### config.mk
export PLATFORM = sky130hd
export DESIGN_NAME = freq_meter
export DESIGN_NICKNAME = d
export VERILOG_FILES = /design/src/rtl/freq_meter.sv
export SDC_FILE = /design/constraint.sdc
export NUM_CORES = 1
export LEC_CHECK = 0
export ABC_AREA = 1
export CAP_MARGIN = 20
export CORE_UTILIZATION = 60
export CTS_CLUSTER_DIAMETER = 60
export DETAILED_ROUTE_END_ITERATION = 16
export GPL_TIMING_DRIVEN = 0
export MAX_ROUTING_LAYER = met4
export PLACE_DENSITY = 0.9
export SETUP_SLACK_MARGIN = 0.15
export SYNTH_ARGS = -nofsm -noshare
export SYNTH_HDL_FRONTEND = slang
export SYNTH_SLANG_ARGS = --single-unit
### constraint.sdc
create_clock -name clk -period 7.95 [get_ports clk]
set_input_delay 0.795 -clock clk [delete_from_list [all_inputs] [get_ports clk]]
set_output_delay 0.795 -clock clk [all_outputs]
set_load 0.05 [all_outputs]
### src/rtl/freq_meter.sv
// freq_meter: counts rising edges of an asynchronous input over a fixed gate
// window of GATE_CYCLES clk cycles and reports the result with a valid pulse.
// Optional build macro FREQ_METER_SAT_EN: the edge counter saturates at
// all-ones and ovf flags any edge lost to saturation. Without it the counter
// wraps and ovf is tied low.
module freq_meter #(
  parameter int GATE_CYCLES = 100000000,
  parameter int CNT_W       = 27
) (
  input  logic             clk,
  input  logic             rst,
  input  logic             start,
  input  logic             sig_in,
  output logic             busy,
  output logic [CNT_W-1:0] count,
  output logic             valid,
  output logic             ovf
);

  localparam int GATE_W = (GATE_CYCLES > 2) ? $clog2(GATE_CYCLES) : 1;
  localparam logic [GATE_W-1:0] GATE_LAST = GATE_W'(GATE_CYCLES - 1);

  typedef enum logic {
    IDLE,
    MEASURE
  } state_t;

  state_t             state_q, state_d;
  logic [1:0]         sync_q;
  logic               prev_q;
  logic [GATE_W-1:0]  gate_q, gate_d;
  logic [CNT_W-1:0]   edge_cnt_q, edge_cnt_d;
  logic               ovf_acc_q, ovf_acc_d;
  logic [CNT_W-1:0]   count_q, count_d;
  logic               ovf_q, ovf_d;
  logic               valid_q, valid_d;

  logic               edge_det;
  logic [CNT_W-1:0]   edge_next;
  logic               ovf_next;

  // Synchronizer and previous-value register run in every state, so in IDLE
  // prev_q already tracks the input and a high level is never seen as an edge.
  // NOTE: registers use non-blocking assignments so every flop samples the
  // pre-edge values; blocking here would collapse the 2-flop synchronizer.
  always_ff @(posedge clk or posedge rst) begin
    if (rst) begin
      sync_q <= 2'b00;
      prev_q <= 1'b0;
    end else begin
      sync_q <= {sync_q[0], sig_in};
      prev_q <= sync_q[1];
    end
  end

  assign edge_det = sync_q[1] & ~prev_q;

  // Edge counter step for the current cycle, including an edge on the last
  // gate cycle, so the final result can be loaded straight from it.
  always_comb begin
    edge_next = edge_cnt_q;
    ovf_next  = ovf_acc_q;
    if (edge_det) begin
`ifdef FREQ_METER_SAT_EN
      if (edge_cnt_q == '1) begin
        ovf_next = 1'b1;
      end else begin
        edge_next = edge_cnt_q + 1'b1;
      end
`else
      edge_next = edge_cnt_q + 1'b1;
      ovf_next  = 1'b0;
`endif
    end
  end

  // Next-state and result logic for the IDLE/MEASURE controller.
  // NOTE: every signal driven here gets a default first, so no path can
  // leave one unassigned and infer a latch.
  always_comb begin
    state_d    = state_q;
    gate_d     = gate_q;
    edge_cnt_d = edge_cnt_q;
    ovf_acc_d  = ovf_acc_q;
    count_d    = count_q;
    ovf_d      = ovf_q;
    valid_d    = 1'b0;
    case (state_q)
      IDLE: begin
        if (start) begin
          state_d    = MEASURE;
          gate_d     = '0;
          edge_cnt_d = '0;
          ovf_acc_d  = 1'b0;
        end
      end
      MEASURE: begin
        edge_cnt_d = edge_next;
        ovf_acc_d  = ovf_next;
        gate_d     = gate_q + 1'b1;
        if (gate_q == GATE_LAST) begin
          state_d = IDLE;
          count_d = edge_next;
          ovf_d   = ovf_next;
          valid_d = 1'b1;
        end
      end
      default: state_d = IDLE;
    endcase
  end

  // Controller state, counters and held results.
  always_ff @(posedge clk or posedge rst) begin
    if (rst) begin
      state_q    <= IDLE;
      gate_q     <= '0;
      edge_cnt_q <= '0;
      ovf_acc_q  <= 1'b0;
      count_q    <= '0;
      ovf_q      <= 1'b0;
      valid_q    <= 1'b0;
    end else begin
      state_q    <= state_d;
      gate_q     <= gate_d;
      edge_cnt_q <= edge_cnt_d;
      ovf_acc_q  <= ovf_acc_d;
      count_q    <= count_d;
      ovf_q      <= ovf_d;
      valid_q    <= valid_d;
    end
  end

  assign busy  = (state_q == MEASURE);
  assign count = count_q;
  assign valid = valid_q;
  assign ovf   = ovf_q;

endmodule

# --- Yosys cells after proc, flatten, opt, wreduce, memory -nomap -nowiden ---
# Index checks and enable logic that the tools add are counted.
totals:
  reg_bits: 88
  latch_bits: 0
  ram_bits: 0
  romBits: 0
  in_bits: 4
  output_inout_bits: 30
  elab_cells: 29
  memories: 0
classes:
  n_addsub: 2
  multipliers: 0
  div_mod_pow: 0
  order_cmp: 0
  n_eq_ne: 2
  shifts: 0
  mux: 12
  bitwise_logic: 3
  reduce_logical: 1
ops:
  columns: ["operator", "n"]
  rows:
  - ["27-bit case mux with 2 select lines", 2]
  - ["27-bit by 1-bit adder with 27-bit output (second input constant)", 2]
  - ["27-bit two-way mux", 2]
  - ["27-bit equality test (second input constant)", 1]
  - ["1-bit two-way mux", 6]
  - ["1-bit case mux with 2 select lines", 2]
  - ["2-bit inequality test (second input constant)", 1]
  - ["1-bit inverter", 2]
  - ["2-bit AND reduction", 1]
  - ["1-bit bitwise AND", 1]

# --- Longest topological paths before layout ---
logic_depth:
  ltp_word: 4
  depth_mapped: 11
  mapped_depth_nobuf: 10

# --- Worst setup path after synthesis ---
# OpenSTA, ideal clock, no wires.
synth_path:
  kind: "register to register"
  from: "reg state_q (netlist: busy)"
  to: "reg count_q[10] (netlist: count[10])"
  setup_ns: 0.118
  t_arrival_ns: 1.528
  t_required_ns: 7.832
  path_slack_ns: 6.305
  stages_incl_launch_ff: 9
  n_path_buf: 1
  period_less_slack_ns: 1.645
  cell_sequence: "dfrtp_1 -> nand3_1 -> nor2_1 -> nand3_1 -> nor2_8 -> inv_4 -> buf_6 -> nand2_1 -> nand2_1"
synth_via:
  elab_chain_len: 1
synth_lines:
  columns: ["element", "line", "rtl"]
  rows:
  - ["from (decl)", "28", "state_t state_q, state_d;"]
  - ["from (signal assigned)", "123", "state_q <= state_d;"]
  - ["2-bit AND reduction (no line)", null, null]
  - ["to (signal assigned)", "127", "count_q <= count_d;"]
  - ["to (decl)", "34", "logic [CNT_W-1:0] count_q, count_d;"]
# Every way passes these cells.
# A chain may end at the register's enable or synchronous reset.

# --- Worst setup path after layout ---
layout_path:
  from: "reg state_q (netlist: busy)"
  to: "out busy"
layout_rtl:
  columns: ["element", "line", "rtl"]
  rows:
  - ["to (decl)", "14", "output logic busy,"]
# No word-level cell between the ends.

==> run_summary.xml <==
<?xml version="1.0" encoding="UTF-8"?>
<metrics>
  <group name="die">
    <metric name="num_rows" unit="">31</metric>
    <metric name="fp.dieH" unit="microns">90.64</metric>
    <metric name="die_width" unit="microns">90.64</metric>
    <metric name="ios" unit="">34</metric>
    <metric name="initial_core_util" unit="%">63.64</metric>
    <metric name="design.die.area" unit="sq um">8216</metric>
    <metric name="floorplan.core_area" unit="sq um">7408</metric>
  </group>
  <group name="pwr">
    <metric name="net_sw_share" unit="%">33.04</metric>
    <metric name="seq_power_share" unit="%">50.7</metric>
    <metric name="pwr-share-clk" unit="%">31.6</metric>
    <metric name="irDropWorstVdd" unit="V">0.0001218</metric>
    <metric name="internal_power" unit="mW">0.7707</metric>
    <metric name="power-per-cell-area" unit="nW/um^2">211.6</metric>
    <metric name="totalPowerFinal" unit="mW">1.151</metric>
    <metric name="power.switching" unit="mW">0.3804</metric>
    <metric name="power.share.combinational" unit="%">17.7</metric>
    <metric name="power_leakage" unit="nW">2.735</metric>
  </group>
  <group name="min_path">
    <metric name="hold-path-cell-count" unit="">0</metric>
    <metric name="worstHoldEndpoint" unit="">sync_q[1]</metric>
    <metric name="hold_path_startpoint" unit="">sync_q[0]</metric>
    <metric name="worstHoldPathType" unit="">reg -&gt; reg</metric>
  </group>
  <group name="logic_synthesis">
    <metric name="synth_top_family_by_area" unit="">simple AND/OR/NAND/NOR gates</metric>
    <metric name="synthSimpleGateAreaFrac" unit="%">39.17</metric>
    <metric name="synth-edff-count" unit="">0</metric>
    <metric name="yosys_register_bits" unit="">88</metric>
    <metric name="synth_nets" unit="">667</metric>
    <metric name="synth_mux_area_share" unit="%">0</metric>
    <metric name="synth_compound_gate_area_share" unit="%">4.830</metric>
    <metric name="yosys.area_share.xor_xnor" unit="%">2.044</metric>
    <metric name="synthesized_area_fraction_occupied_by_adder_cells" unit="%">0.5308</metric>
    <metric name="synthDistinctLibCells" unit="">29</metric>
    <metric name="syn-instance-count" unit="">661</metric>
    <metric name="synthesis.area_per_instance" unit="sq um">7.132</metric>
    <metric name="ys_seq_area_share" unit="%">46.71</metric>
    <metric name="synth_top_flop_cell" unit="">sky130_fd_sc_hd__dfrtp_1</metric>
    <metric name="ys_warn_count" unit="">0</metric>
    <metric name="synthesis.area" unit="sq um">4715</metric>
    <metric name="postSynth.asyncResetShare" unit="%">100.0</metric>
  </group>
  <group name="drt">
    <metric name="detail_route.wl_per_cell" unit="microns">14.21</metric>
    <metric name="drt.antenna.violating_nets" unit="">0</metric>
    <metric name="drt_iter0_markers" unit="">312</metric>
    <metric name="top_layer" unit="">met4</metric>
    <metric name="via_count" unit="">4496</metric>
    <metric name="dr_wl_met3" unit="microns">766</metric>
    <metric name="dr.pass1.iters" unit="">4</metric>
    <metric name="drt_drc_violations_left" unit="">0</metric>
    <metric name="wl_met2" unit="mm">5.509</metric>
    <metric name="routedLengthMet1" unit="mm">4.901</metric>
    <metric name="drt_wl_total" unit="mm">11.51</metric>
    <metric name="vias_per_cell" unit="">5.551</metric>
  </group>
  <group name="sta">
    <metric name="timing.max_slew.rel_slack" unit="%">52.63</metric>
    <metric name="hold_ws" unit="ns">0.3581</metric>
    <metric name="maximum_frequency_from_static_timing_analysis" unit="MHz">395.4</metric>
    <metric name="post-route-period-util" unit="%">31.81</metric>
    <metric name="final-hold-violation-count" unit="">0</metric>
    <metric name="accumulated_negative_setup_slack" unit="ns">0</metric>
    <metric name="drv_slew" unit="">0</metric>
    <metric name="rsz0062_at_grt" unit="">false</metric>
    <metric name="finalClockSkew" unit="ns">0.01004</metric>
    <metric name="finalWorstPathRequiredPeriod" unit="ns">2.529</metric>
    <metric name="fin_ws" unit="ns">5.421</metric>
    <metric name="slew_at_the_pin_with_the_worst_max_slew_slack" unit="ns">0.7106</metric>
    <metric name="finalSetupViolCount" unit="">0</metric>
  </group>
  <group name="grt">
    <metric name="global_route_usage_over_all_layers" unit="%">31.69</metric>
    <metric name="grt_antenna_before_repair" unit="">0</metric>
    <metric name="grt_remaining_overflow" unit="">0</metric>
    <metric name="grt_pass1_wl" unit="mm">19.84</metric>
    <metric name="grt_max_degree" unit="">50</metric>
    <metric name="vias_in_the_first_global_route" unit="">4307</metric>
  </group>
  <group name="clock_network">
    <metric name="clk_transition_reported_paths" unit="ns">0.09</metric>
    <metric name="cts_root_buf" unit="">sky130_fd_sc_hd__clkbuf_8</metric>
    <metric name="tritoncts.num_buffers" unit="">9</metric>
    <metric name="post_cts_resized" unit="">0</metric>
    <metric name="cts_hold_repair.buffers" unit="">0</metric>
    <metric name="cts_htree_levels" unit="">3</metric>
    <metric name="clk_latency" unit="ns">0.37</metric>
    <metric name="postCtsSetupRepairBufs" unit="">0</metric>
    <metric name="clock-sinks" unit="">88</metric>
    <metric name="tritoncts_clock_tree" unit="">done</metric>
    <metric name="cts-root-to-sink-buffers" unit="">2</metric>
  </group>
  <group name="setup_path">
    <metric name="critical_path.max_stage_delay" unit="ns">0.86</metric>
    <metric name="rrSetupSlack" unit="ns">6.04</metric>
    <metric name="worstSetupEndpointType" unit="">primary output</metric>
    <metric name="worst-endpoint-arrival" unit="ns">1.73</metric>
    <metric name="crit_path_max_fanout" unit="">5</metric>
    <metric name="reg2regPathDepth" unit="">11</metric>
    <metric name="critical_path.reg2reg.startpoint" unit="">gate_q[0]</metric>
    <metric name="critical_path_depth" unit="">1</metric>
    <metric name="criticalPathCategory" unit="">reg -&gt; out</metric>
    <metric name="critPathLaunchType" unit="">flop</metric>
    <metric name="required_time_of_the_worst_setup_path" unit="ns">7.15</metric>
    <metric name="crit_chain" unit="">clkdlybuf4s50_1</metric>
    <metric name="reg2reg_to" unit="">count[8]</metric>
    <metric name="critical_path_buf_inv_count" unit="">1</metric>
    <metric name="critical_path.top_delay_family" unit="">buffers and inverters</metric>
    <metric name="crit_path_top_delay_cell" unit="">sky130_fd_sc_hd__clkdlybuf4s50_1</metric>
  </group>
  <group name="run">
    <metric name="drv.max_cap_violation_count" unit="">0</metric>
  </group>
  <group name="place">
    <metric name="dp.final_hpwl" unit="mm">8.503</metric>
    <metric name="detailedPlace.worstSlack" unit="ns">5.483</metric>
    <metric name="globalplace.congestion" unit="">0.9976</metric>
    <metric name="place.port_buffers" unit="">33</metric>
  </group>
  <group name="final_layout">
    <metric name="syn_to_final_growth" unit="%">15.37</metric>
    <metric name="final_net_count" unit="">712</metric>
    <metric name="most_frequent_cells_in_the_layout" unit="">278 x sky130_fd_sc_hd__nand2_1, 88 x sky130_fd_sc_hd__dfrtp_1, 80 x sky130_fd_sc_hd__nor2_1, 57 x sky130_fd_sc_hd__inv_1, 56 x sky130_fd_sc_hd__nand3_1</metric>
    <metric name="antenna-diode-count" unit="">0</metric>
    <metric name="layout.cells.most_common" unit="">sky130_fd_sc_hd__nand2_1</metric>
    <metric name="layout-drive-gt1-share" unit="%">4.923</metric>
  </group>
  <group name="status">
    <metric name="run_status" unit="">complete, no violations</metric>
  </group>
</metrics>
==> metal layers <==
| metal | global-route usage (%) | vias to the layer above |
|---|---|---|
| li1 | - | 2162 |
| met4 | 12.50 | 0 |
| met1 | 39.69 | 2126 |
| met5 | - | - |
| met2 | 50.19 | 176 |
| met3 | 7.071 | 32 |
==> registers in the layout, summed over array words and instances, names as in the netlist <==
register and cells:
edge_cnt_q 27, gate_q 27, busy 1, ovf 1, prev_q 1, valid 1
sync_q 2, count 27, ovf_acc_q 1
==> worst max-delay path by stage <==
stage	from	end	slack, ns
final	busy	busy	5.42
after global routing	busy	busy	5.39
after CTS	busy	busy	5.43
after detailed placement	start	gate_q[2]	5.48
after global placement	rst	count[12]	3.58
after floorplan	rst	busy	4.88
==> synth_stat cells (2+ instances only) <==
cell type	count	area (sq um)
sky130_fd_sc_hd__xor2_1	9	78.83
sky130_fd_sc_hd__a21oi_1	6	30.03
sky130_fd_sc_hd__buf_6	4	45.04
sky130_fd_sc_hd__inv_1	58	217.7
sky130_fd_sc_hd__nand4_1	12	75.07
sky130_fd_sc_hd__clkbuf_1	5	18.77
sky130_fd_sc_hd__nor2_2	3	18.77
sky130_fd_sc_hd__nand3_1	56	280.3
sky130_fd_sc_hd__nor3_1	3	15.01
sky130_fd_sc_hd__o21ai_0	31	155.2
sky130_fd_sc_hd__nand2_1	278	1044
sky130_fd_sc_hd__nor2_4	2	22.52
sky130_fd_sc_hd__ha_1	2	25.02
sky130_fd_sc_hd__xnor2_1	2	17.52
sky130_fd_sc_hd__buf_1	4	15.01
sky130_fd_sc_hd__nor2_1	80	300.3
sky130_fd_sc_hd__nand3b_1	5	37.54
sky130_fd_sc_hd__dfrtp_1	88	2202
sky130_fd_sc_hd__a22o_1	3	26.28
==> power groups by stage <==
stage | combinational (mW) | clock, mW | sequential, mW
final | 0.204 | 0.364 | 0.583
after global routing | 0.233 | 0.388 | 0.591
after CTS | 0.204 | 0.368 | 0.579
after detailed placement | 0.203 | 0 | 0.586
after global placement | 0.186 | 0 | 0.582
after floorplan | 0.162 | 0 | 0.566
==> stage by stage <==
stage,util [%],instances,area (sq um)
2_1_floorplan,-,661,4715
3_3_place_gp,69.77,793,5169
3_5_place_dp,70.17,794,5199
4_1_cts,73.42,810,5439
5_1_grt,73.42,810,5439
6_report,73.42,810,5439
==> cells by family (layout without fill, tap and decap cells) <==
family,Yosys count,after routing
adders and majority gates,2,2
AOI/OAI and AO/OA,42,42
buffers and inverters,75,125
xor gates and xnor gates,11,11
DFF,88,88
and+or+nand+nor,443,443
==> final cells by class <==
| type | instances | area [sq um] |
|---|---|---|
| fill | 587 | 1969 |
| tap | 99 | 123.9 |
| clock buffer | 10 | 137.6 |
| multi-input combinational | 498 | 2196 |
| clock inverter | 6 | 102.6 |
| inverter | 61 | 235.2 |
| sequential | 88 | 2202 |
| buffer | 14 | 83.83 |
| timing repair buffer | 34 | 357.8 |
Power figures use the tool's default switching activity.
